==> src/rtl/morse_pkg.sv <==
// Shared definitions for the Morse decoder slice.
// Holds the FSM state encoding, the symbol encodings, the maximum code
// length and the letter index constants (A=0 .. Z=25), which match the
// seven-segment stage's letter encoding.
package morse_pkg;

    typedef enum logic [1:0] {
        ST_IDLE  = 2'd0,
        ST_PRESS = 2'd1,
        ST_GAP   = 2'd2
    } state_t;

    localparam logic DOT  = 1'b0;
    localparam logic DASH = 1'b1;

    localparam int unsigned MAX_CODE_LEN = 4;

    localparam logic [4:0] LTR_A = 5'd0;
    localparam logic [4:0] LTR_B = 5'd1;
    localparam logic [4:0] LTR_C = 5'd2;
    localparam logic [4:0] LTR_D = 5'd3;
    localparam logic [4:0] LTR_E = 5'd4;
    localparam logic [4:0] LTR_F = 5'd5;
    localparam logic [4:0] LTR_G = 5'd6;
    localparam logic [4:0] LTR_H = 5'd7;
    localparam logic [4:0] LTR_I = 5'd8;
    localparam logic [4:0] LTR_J = 5'd9;
    localparam logic [4:0] LTR_K = 5'd10;
    localparam logic [4:0] LTR_L = 5'd11;
    localparam logic [4:0] LTR_M = 5'd12;
    localparam logic [4:0] LTR_N = 5'd13;
    localparam logic [4:0] LTR_O = 5'd14;
    localparam logic [4:0] LTR_P = 5'd15;
    localparam logic [4:0] LTR_Q = 5'd16;
    localparam logic [4:0] LTR_R = 5'd17;
    localparam logic [4:0] LTR_S = 5'd18;
    localparam logic [4:0] LTR_T = 5'd19;
    localparam logic [4:0] LTR_U = 5'd20;
    localparam logic [4:0] LTR_V = 5'd21;
    localparam logic [4:0] LTR_W = 5'd22;
    localparam logic [4:0] LTR_X = 5'd23;
    localparam logic [4:0] LTR_Y = 5'd24;
    localparam logic [4:0] LTR_Z = 5'd25;

endpackage

==> src/rtl/morse_code_lut.sv <==
// Combinational Morse code-to-letter table.
// Ports:
//   code   - symbols right-aligned, first symbol in the MSB of the used field
//   len    - number of symbols in code (1-4)
//   letter - letter index A=0 .. Z=25 (LTR_A when no hit)
//   hit    - code/len form a valid letter
module morse_code_lut
    import morse_pkg::*;
(
    input  logic [3:0] code,
    input  logic [2:0] len,
    output logic [4:0] letter,
    output logic       hit
);

    always_comb begin
        letter = LTR_A;
        hit    = 1'b1;
        case (len)
            3'd1: letter = code[0] ? LTR_T : LTR_E;
            3'd2: begin
                case (code[1:0])
                    2'b00: letter = LTR_I;
                    2'b01: letter = LTR_A;
                    2'b10: letter = LTR_N;
                    2'b11: letter = LTR_M;
                endcase
            end
            3'd3: begin
                case (code[2:0])
                    3'b000: letter = LTR_S;
                    3'b001: letter = LTR_U;
                    3'b010: letter = LTR_R;
                    3'b011: letter = LTR_W;
                    3'b100: letter = LTR_D;
                    3'b101: letter = LTR_K;
                    3'b110: letter = LTR_G;
                    3'b111: letter = LTR_O;
                endcase
            end
            3'd4: begin
                case (code)
                    4'b0000: letter = LTR_H;
                    4'b0001: letter = LTR_V;
                    4'b0010: letter = LTR_F;
                    4'b0100: letter = LTR_L;
                    4'b0110: letter = LTR_P;
                    4'b0111: letter = LTR_J;
                    4'b1000: letter = LTR_B;
                    4'b1001: letter = LTR_X;
                    4'b1010: letter = LTR_C;
                    4'b1011: letter = LTR_Y;
                    4'b1100: letter = LTR_Z;
                    4'b1101: letter = LTR_Q;
                    default: hit = 1'b0;   // ..--  .-.-  ---.  ----
                endcase
            end
            default: hit = 1'b0;
        endcase
    end

endmodule

==> src/rtl/morse_decoder.sv <==
// Morse key decoder: times key presses into dots/dashes, collects up to four
// symbols per letter and decodes the letter after a long enough release.
// Ports:
//   clk      - single clock, rising edge
//   rst      - synchronous active-high reset
//   key_i    - debounced key level (1 = pressed)
//   letter_o - last decoded letter index (registered, held between pulses)
//   valid_o  - one-cycle pulse: new letter on letter_o
//   error_o  - one-cycle pulse: terminated sequence was not a letter
//   busy_o   - a letter is in progress (registered state not IDLE)
module morse_decoder
    import morse_pkg::*;
#(
    parameter int unsigned DOT_MAX_TICKS    = 3000,
    parameter int unsigned LETTER_GAP_TICKS = 9000,
    parameter int unsigned CNT_W            = 16
) (
    input  logic       clk,
    input  logic       rst,
    input  logic       key_i,
    output logic [4:0] letter_o,
    output logic       valid_o,
    output logic       error_o,
    output logic       busy_o
);

    localparam logic [CNT_W-1:0] DOT_MAX  = CNT_W'(DOT_MAX_TICKS);
    // Counter holds released samples already taken, so the terminating
    // sample is the one seen while the count equals LETTER_GAP_TICKS-1.
    localparam logic [CNT_W-1:0] GAP_LAST = CNT_W'(LETTER_GAP_TICKS - 1);
    localparam logic [CNT_W-1:0] CNT_ONE  = CNT_W'(1);

    state_t           state_q, state_d;
    logic [CNT_W-1:0] cnt_q, cnt_d;
    logic [3:0]       code_q, code_d;
    logic [2:0]       len_q, len_d;
    logic             ovf_q, ovf_d;
    logic [4:0]       letter_q, letter_d;
    logic             valid_q, valid_d;
    logic             error_q, error_d;

    logic [4:0]       lut_letter;
    logic             lut_hit;
    logic             sym;

    morse_code_lut u_lut (
        .code   (code_q),
        .len    (len_q),
        .letter (lut_letter),
        .hit    (lut_hit)
    );

    always_ff @(posedge clk) begin
        if (rst) begin
            state_q  <= ST_IDLE;
            cnt_q    <= '0;
            code_q   <= '0;
            len_q    <= '0;
            ovf_q    <= 1'b0;
            letter_q <= '0;
            valid_q  <= 1'b0;
            error_q  <= 1'b0;
        end else begin
            state_q  <= state_d;
            cnt_q    <= cnt_d;
            code_q   <= code_d;
            len_q    <= len_d;
            ovf_q    <= ovf_d;
            letter_q <= letter_d;
            valid_q  <= valid_d;
            error_q  <= error_d;
        end
    end

    always_comb begin
        state_d  = state_q;
        cnt_d    = cnt_q;
        code_d   = code_q;
        len_d    = len_q;
        ovf_d    = ovf_q;
        letter_d = letter_q;
        valid_d  = 1'b0;
        error_d  = 1'b0;
        sym      = (cnt_q >= DOT_MAX) ? DASH : DOT;

        case (state_q)
            ST_IDLE: begin
                if (key_i) begin
                    state_d = ST_PRESS;
                    cnt_d   = CNT_ONE;
                end
            end
            ST_PRESS: begin
                if (key_i) begin
                    if (cnt_q != '1) cnt_d = cnt_q + CNT_ONE;
                end else begin
                    state_d = ST_GAP;
                    cnt_d   = CNT_ONE;
                    // Length stays at the maximum once full, so this also
                    // drops every symbol after the overflowing one.
                    if (len_q == 3'(MAX_CODE_LEN)) begin
                        ovf_d = 1'b1;
                    end else begin
                        code_d = {code_q[2:0], sym};
                        len_d  = len_q + 3'd1;
                    end
                end
            end
            ST_GAP: begin
                if (key_i) begin
                    state_d = ST_PRESS;
                    cnt_d   = CNT_ONE;
                end else if (cnt_q >= GAP_LAST) begin
                    state_d = ST_IDLE;
                    cnt_d   = '0;
                    code_d  = '0;
                    len_d   = '0;
                    ovf_d   = 1'b0;
                    if (!ovf_q && lut_hit) begin
                        valid_d  = 1'b1;
                        letter_d = lut_letter;
                    end else begin
                        error_d = 1'b1;
                    end
                end else begin
                    cnt_d = cnt_q + CNT_ONE;
                end
            end
            default: state_d = ST_IDLE;
        endcase
    end

    assign letter_o = letter_q;
    assign valid_o  = valid_q;
    assign error_o  = error_q;
    assign busy_o   = (state_q != ST_IDLE);

endmodule

==> config.mk <==
export PLATFORM = sky130hd
export DESIGN_NAME = morse_decoder
export DESIGN_NICKNAME = d
export VERILOG_FILES = /design/src/rtl/morse_pkg.sv /design/src/rtl/morse_code_lut.sv /design/src/rtl/morse_decoder.sv
export SDC_FILE = /design/constraint.sdc
export NUM_CORES = 1
export LEC_CHECK = 0
export ABC_AREA = 0
export CAP_MARGIN = 25
export CORE_UTILIZATION = 55
export DETAILED_ROUTE_END_ITERATION = 6
export GPL_TIMING_DRIVEN = 0
export PLACE_DENSITY = 0.74
export SLEW_MARGIN = 20
export SYNTH_ARGS = -nofsm -noshare
export SYNTH_HDL_FRONTEND = slang
export SYNTH_SLANG_ARGS = --single-unit
==> constraint.sdc <==
create_clock -name clk -period 4.4 [get_ports clk]
set_clock_uncertainty 0.1 [all_clocks]
set_input_delay 1.32 -clock clk [delete_from_list [all_inputs] [get_ports clk]]
set_output_delay 1.32 -clock clk [all_outputs]
set_load 0.01 [all_outputs]
==> results of run 1 <==
stage by stage:
step	util (%)	setup slack [ns]	hold slack [ns]
6_report	64.6	0.901	0.401
5_1_grt	64.6	0.718	0.434
4_1_cts	64.6	0.929	0.404
3_5_place_dp	62.5	0.625	0.384
3_3_place_gp	62.5	0.645	0.376
2_1_floorplan	-	1.38	0.378
cell families after synthesis:
group	Yosys count
AO/OA/AOI/OAI	54
flip-flops	38
adder cells (fa/ha/maj)	13
multiplexers	5
XOR/XNOR	14
AND/OR/NAND/NOR	108
buffers and inverters	29
power breakdown:
group	total (mW)	internal (mW)	switching, mW
sequential	0.355	0.349	0.00620
clock	0.227	0.106	0.121
combinational	0.0692	0.0248	0.0444
total	0.651	0.480	0.172
cells in the mapped netlist, drive strengths merged (2+ instances only):
cell type  number  area share [%]
nand2b          4             1.1
clkbuf          5            0.92
nand2          17             2.9
ha             13             7.5
a31oi           2            0.57
nand4           7             2.0
mux2i           3             1.4
nor2b           6             1.7
and3            5             1.4
a221oi          3             1.2
xor2           11             4.4
or2             3            0.86
and2            2            0.63
mux2            2             1.0
or2b            2            0.75
nand3          10             2.3
dfxtp          38              35
a21oi          13             3.2
o211a           3             1.4
a211oi          3             1.0
o211ai          5             2.0
a2111oi         2             1.7
o31ai           2            0.69
buf             8             2.0
o21ai           5             1.1
nor2           38             6.5
a22oi           4             1.4
nor3b           2            0.69
inv            16             2.8
a21boi          2            0.86
xnor2           3             1.2
nor3            6             1.4
critical path, cell delays in order:
cell             delay (ns)
clkdlybuf4s50_1        0.50
a311o_1                0.39
or2_2                  0.36
a21boi_0               0.45
inv_1                  0.10
ha_1                   0.21
mux2_2                 0.25
layout make-up:
type,count,area (µm²)
repair buffers,10,100
fillers,337,1320
flip-flops and latches,38,761
clock buffers,5,68.8
plain buffers,13,62.6
multi-input cells,194,1300
clock inverters,2,10.0
well taps,48,60.1
inverters,16,60.1
per-layer routing:
metal	vias up	share of wire (%)	global-route usage [%]
li1	948	-	-
met1	877	47	29.1
met2	37	48	42.1
met3	7	3.6	4.75
met4	0	1.5	8.61
met5	-	0	0
how the worst min path moves through the flow:
stage                                        start                       end  slack (ns)  depth (start not counted)
after floorplan             cnt_q[10]$_SDFFE_PP0P_    cnt_q[10]$_SDFFE_PP0P_        0.38                          2
after global placement    letter_o[3]$_SDFFE_PP0P_  letter_o[3]$_SDFFE_PP0P_        0.38                          2
after detailed placement  letter_o[3]$_SDFFE_PP0P_  letter_o[3]$_SDFFE_PP0P_        0.38                          2
after CTS                 letter_o[3]$_SDFFE_PP0P_  letter_o[3]$_SDFFE_PP0P_        0.40                          2
after global routing      letter_o[2]$_SDFFE_PP0P_  letter_o[2]$_SDFFE_PP0P_        0.43                          1
final                     letter_o[3]$_SDFFE_PP0P_  letter_o[3]$_SDFFE_PP0P_        0.40                          2
==> impl_metrics.tcl, run 1 <==
set metrics [dict create \
    ir_drop_mv 0.204 \
    drtIter0Drc 121 \
    muxShareOfSynthArea_pct 2.41 \
    die_area_um2 4220 \
    placed_area_um2 2340 \
    fmax_mhz 286 \
    firstDrtPassIters 4 \
    synth_edf_count 0 \
    clock-sinks 38 \
    wl_mm 4.47 \
    io_buffers 10 \
    nNetsFinal 294 \
    grt_pass1_vias 1763 \
    synth_cell_type_count 57 \
    rrSetupSlack_ns 1.57 \
    cts_hold_buf 0 \
    netlist_instances 261 \
    wire_per_inst_um 13.7 \
    synth-simple-area-share_pct 24.8 \
    synth-compound-area-share_pct 19.2 \
    finalHoldViolCount 0 \
    setup_viol_count_final 0 \
    yosys_warnings 0 \
    htree_levels 2 \
    status "complete, no violations" \
    n_antenna_cell 0 \
    row_count 22 \
    hpwl_mm 3.24 \
    rsz0062_at_grt "false" \
    dp.cells 319 \
    ys_async_sr_fraction_pct 0 \
    syn_area_per_cell_um2 8.36 \
    vias 1869 \
    r2r_start "cnt_q[0]$_SDFFE_PP0P_" \
    antenna_found_initial 0 \
    vias_per_cell 5.73 \
    post_cts_buffers 0 \
    place.gp.congestion 0.812 \
    startpoint_type "primary input" \
    synth.net_count 277 \
    grt_overflow 0 \
    period_share_pct 79.5 \
    syn2layout_area_growth_pct 11.0 \
    ys_seq_area_share_pct 34.9 \
    final_cell_mix "38 x nor2_1, 38 x dfxtp_1, 17 x nand2_1" \
    period_needed_ns 3.50 \
    drtAntennaViolNets 0 \
    synthAdderAreaFrac_pct 7.46 \
    grt_max_degree 12 \
    worstSkewPairLatency_ns 0.30 \
    power_density_nw_per_um2 269 \
    cts_root_buf "clkbuf_8" \
    cp.arrival_ns 3.58 \
    drc 0 \
    startpoint "key_i" \
    worstRegToRegCells 9 \
    die_y_um 65.0 \
    required_ns 4.48 \
    grt_usage_pct 24.1 \
    initial_core_util_pct 58.3 \
    hp-class "reg -> reg" \
    ys_seq_elements 38 \
    finalPower_mw 0.651 \
    postCtsResizedCells 0 \
    slew-limit-headroom_pct 52.0 \
    drv_slew 0 \
    io_pins 11 \
    setup-tns-final_ns 0 \
    cts_tree "done" \
    syn_area_um2 2180 \
    worst_pin_slew_ns 0.715 \
    stdcell_count 326 \
    cts_buffers 5 \
    die_x_um 65.0 \
    path_class "in -> reg" \
    leakagePower_nw 0.969 \
    clk_pin_slew_ns 0.08 \
    final_area_um2 2420 \
    synth_ff_type "dfxtp_1" \
    synth_top_family_by_area "simple AND/OR/NAND/NOR gates" \
    cap_violations 0 \
    placeableCoreArea_um2 3740 \
    critPathMaxFanout 5 \
    endpoint_kind "flip-flop" \
    grt_first_pass_wirelength_mm 7.77 \
    cts_buffer_depth 2 \
    synth_xor_area_share_pct 5.62 \
    drive_gt1_share_pct 10.8 \
]
No activity file was read; power rests on OpenSTA's default activity.
==> run 2: changes to the inputs <==
--- a/config.mk
+++ b/config.mk
@@ -7,10 +7,10 @@
 export LEC_CHECK = 0
 export ABC_AREA = 0
 export CAP_MARGIN = 25
-export CORE_UTILIZATION = 55
+export CORE_UTILIZATION = 54
 export DETAILED_ROUTE_END_ITERATION = 6
 export GPL_TIMING_DRIVEN = 0
-export PLACE_DENSITY = 0.74
+export PLACE_DENSITY = 0.76
 export SLEW_MARGIN = 20
 export SYNTH_ARGS = -nofsm -noshare
 export SYNTH_HDL_FRONTEND = slang
==> constraint.sdc (replaced) <==
create_clock -name clk -period 3.2 [get_ports clk]
set_clock_uncertainty 0.1 [all_clocks]
set_input_delay 0.96 -clock clk [delete_from_list [all_inputs] [get_ports clk]]
set_output_delay 0.96 -clock clk [all_outputs]
set_load 0.01 [all_outputs]
==> impl_metrics.tcl, run 2 (synthesis gave the netlist of run 1 again) <==
set metrics [dict create \
    status "complete, no violations" \
    cts_buffer_depth 2 \
    clk_pin_slew_ns 0.07 \
    vias 1839 \
    cp_slowest_cell "clkdlybuf4s50_1" \
    rsz0062_at_grt "false" \
    die_x_um 65.6 \
    grt_pass1_vias 1600 \
    cp.arrival_ns 3.08 \
    endpoint_kind "flip-flop" \
    cts_buffers 5 \
    placeableCoreArea_um2 3770 \
    n_antenna_cell 0 \
    wire_per_inst_um 14.0 \
    grt_first_pass_wirelength_mm 7.67 \
    row_count 22 \
    drtIter0Drc 158 \
    crit_chain "clkdlybuf4s50_1 > a311o_1 > or2_2 > a21boi_1 > inv_1 > ha_1 > mux2_2" \
    final_area_um2 2460 \
    wl_mm 4.56 \
    utilization_pct 65.3 \
    period_needed_ns 3.01 \
    leakagePower_nw 0.983 \
    drc 0 \
    hp-class "reg -> reg" \
    grt_overflow 0 \
    grt_usage_pct 23.9 \
    hold_path_startpoint "letter_o[0]$_SDFFE_PP0P_" \
    antenna_found_initial 0 \
    place_ws_ns -0.271 \
    fin_ws_ns 0.193 \
    vias_per_cell 5.62 \
    startpoint_type "primary input" \
    grt_max_degree 12 \
    cts_tree "done" \
    finalHoldViolCount 0 \
    setup_viol_count_final 0 \
    ir_drop_mv 0.311 \
    post_cts_buffers 0 \
    cts_hold_buf 0 \
    syn2layout_area_growth_pct 12.9 \
    drive_gt1_share_pct 11.8 \
    drtAntennaViolNets 0 \
    crit_buf_inv 2 \
    worstSkewPairLatency_ns 0.29 \
    io_pins 11 \
    placed_area_um2 2340 \
    io_buffers 10 \
    required_ns 3.28 \
    firstDrtPassIters 4 \
    initial_core_util_pct 57.8 \
    critical-path-top-delay-family "compound AO/OA/AOI/OAI gates" \
    postCtsResizedCells 0 \
    cts_root_buf "clkbuf_8" \
    critPathMaxFanout 5 \
    worst_pin_slew_ns 0.593 \
    place.gp.congestion 0.872 \
    die_y_um 65.6 \
    htree_levels 2 \
    cap_violations 0 \
    period_share_pct 94.0 \
    hpwl_mm 3.35 \
    startpoint "key_i" \
    power_density_nw_per_um2 391 \
    slew-limit-headroom_pct 59.5 \
    path_class "in -> reg" \
    nNetsFinal 294 \
    r2r_start "cnt_q[0]$_SDFFE_PP0P_" \
    final_cell_mix "38 x nor2_1, 38 x dfxtp_1, 17 x nand2_1" \
    drv_slew 0 \
    die_area_um2 4300 \
    fmax_mhz 333 \
    clock-sinks 38 \
    worst_path_largest_cell_delay_ns 0.48 \
]
==> run 2: cell count changes in the layout (fill, tap and decap cells not counted) <==
cell / delta
clkbuf_8: +3
a211oi_1: -1
clkinv_2: -2
a21boi_0: -1
a21boi_1: +1
a31oi_2: +1
a211oi_2: +1
a31oi_1: -1
==> run 2: per-layer routing <==
metal / track usage [%] / share of wire (%) / routed length, µm
met1: 35.1 / 52 / 2390
met5: 0 / 0 / 0
met2: 33.9 / 42 / 1930
met3: 5.21 / 3.7 / 169
met4: 8.42 / 1.6 / 74
==> run 2: final cells by class <==
class	instances	area (µm²)
tap	48	60.1
sequential	38	761
timing repair buffer	10	100
clock buffer	8	110
fill	342	1310
multi-input combinational	194	1310
buffer	13	62.6
inverter	16	60.1
==> run 2: final timing paths <==
check / to / slack, ns / cells after the start
worst min register to register: letter_o[0]$_SDFFE_PP0P_ / 0.40 / 2
worst max register to register: flip-flop / 0.42 / 9
worst min-delay path: letter_o[0]$_SDFFE_PP0P_ / 0.40 / 2
worst max-delay path: flip-flop / 0.19 / 7
==> run 2: through the flow <==
step                      cells  hold WS, ns  total power [mW]  setup TNS (ns)
after floorplan             261        0.378             0.564               0
after global placement      319        0.379             0.591           -1.79
after detailed placement    319        0.388             0.593           -1.81
after CTS                   327        0.401             0.971               0
after global routing        327        0.426              1.01               0
final                       327        0.397             0.962               0
==> run 2: worst reg2reg max path, stage by stage (launching register included) <==
cell and delay [ns]:
dfxtp_1 0.43, ha_1 0.34, a211oi_1 0.15, o211ai_2 0.25, a21oi_2 0.15, or2_2 0.36
a21boi_1 0.34, inv_1 0.08, ha_1 0.21, mux2_2 0.26
==> run 2: power breakdown <==
group,internal (mW),total (mW),leakage [nW],switching [mW]
Combinational,0.0350,0.0963,0.619,0.0612
Sequential,0.479,0.487,0.307,0.00800
Clock,0.217,0.379,0.0575,0.161
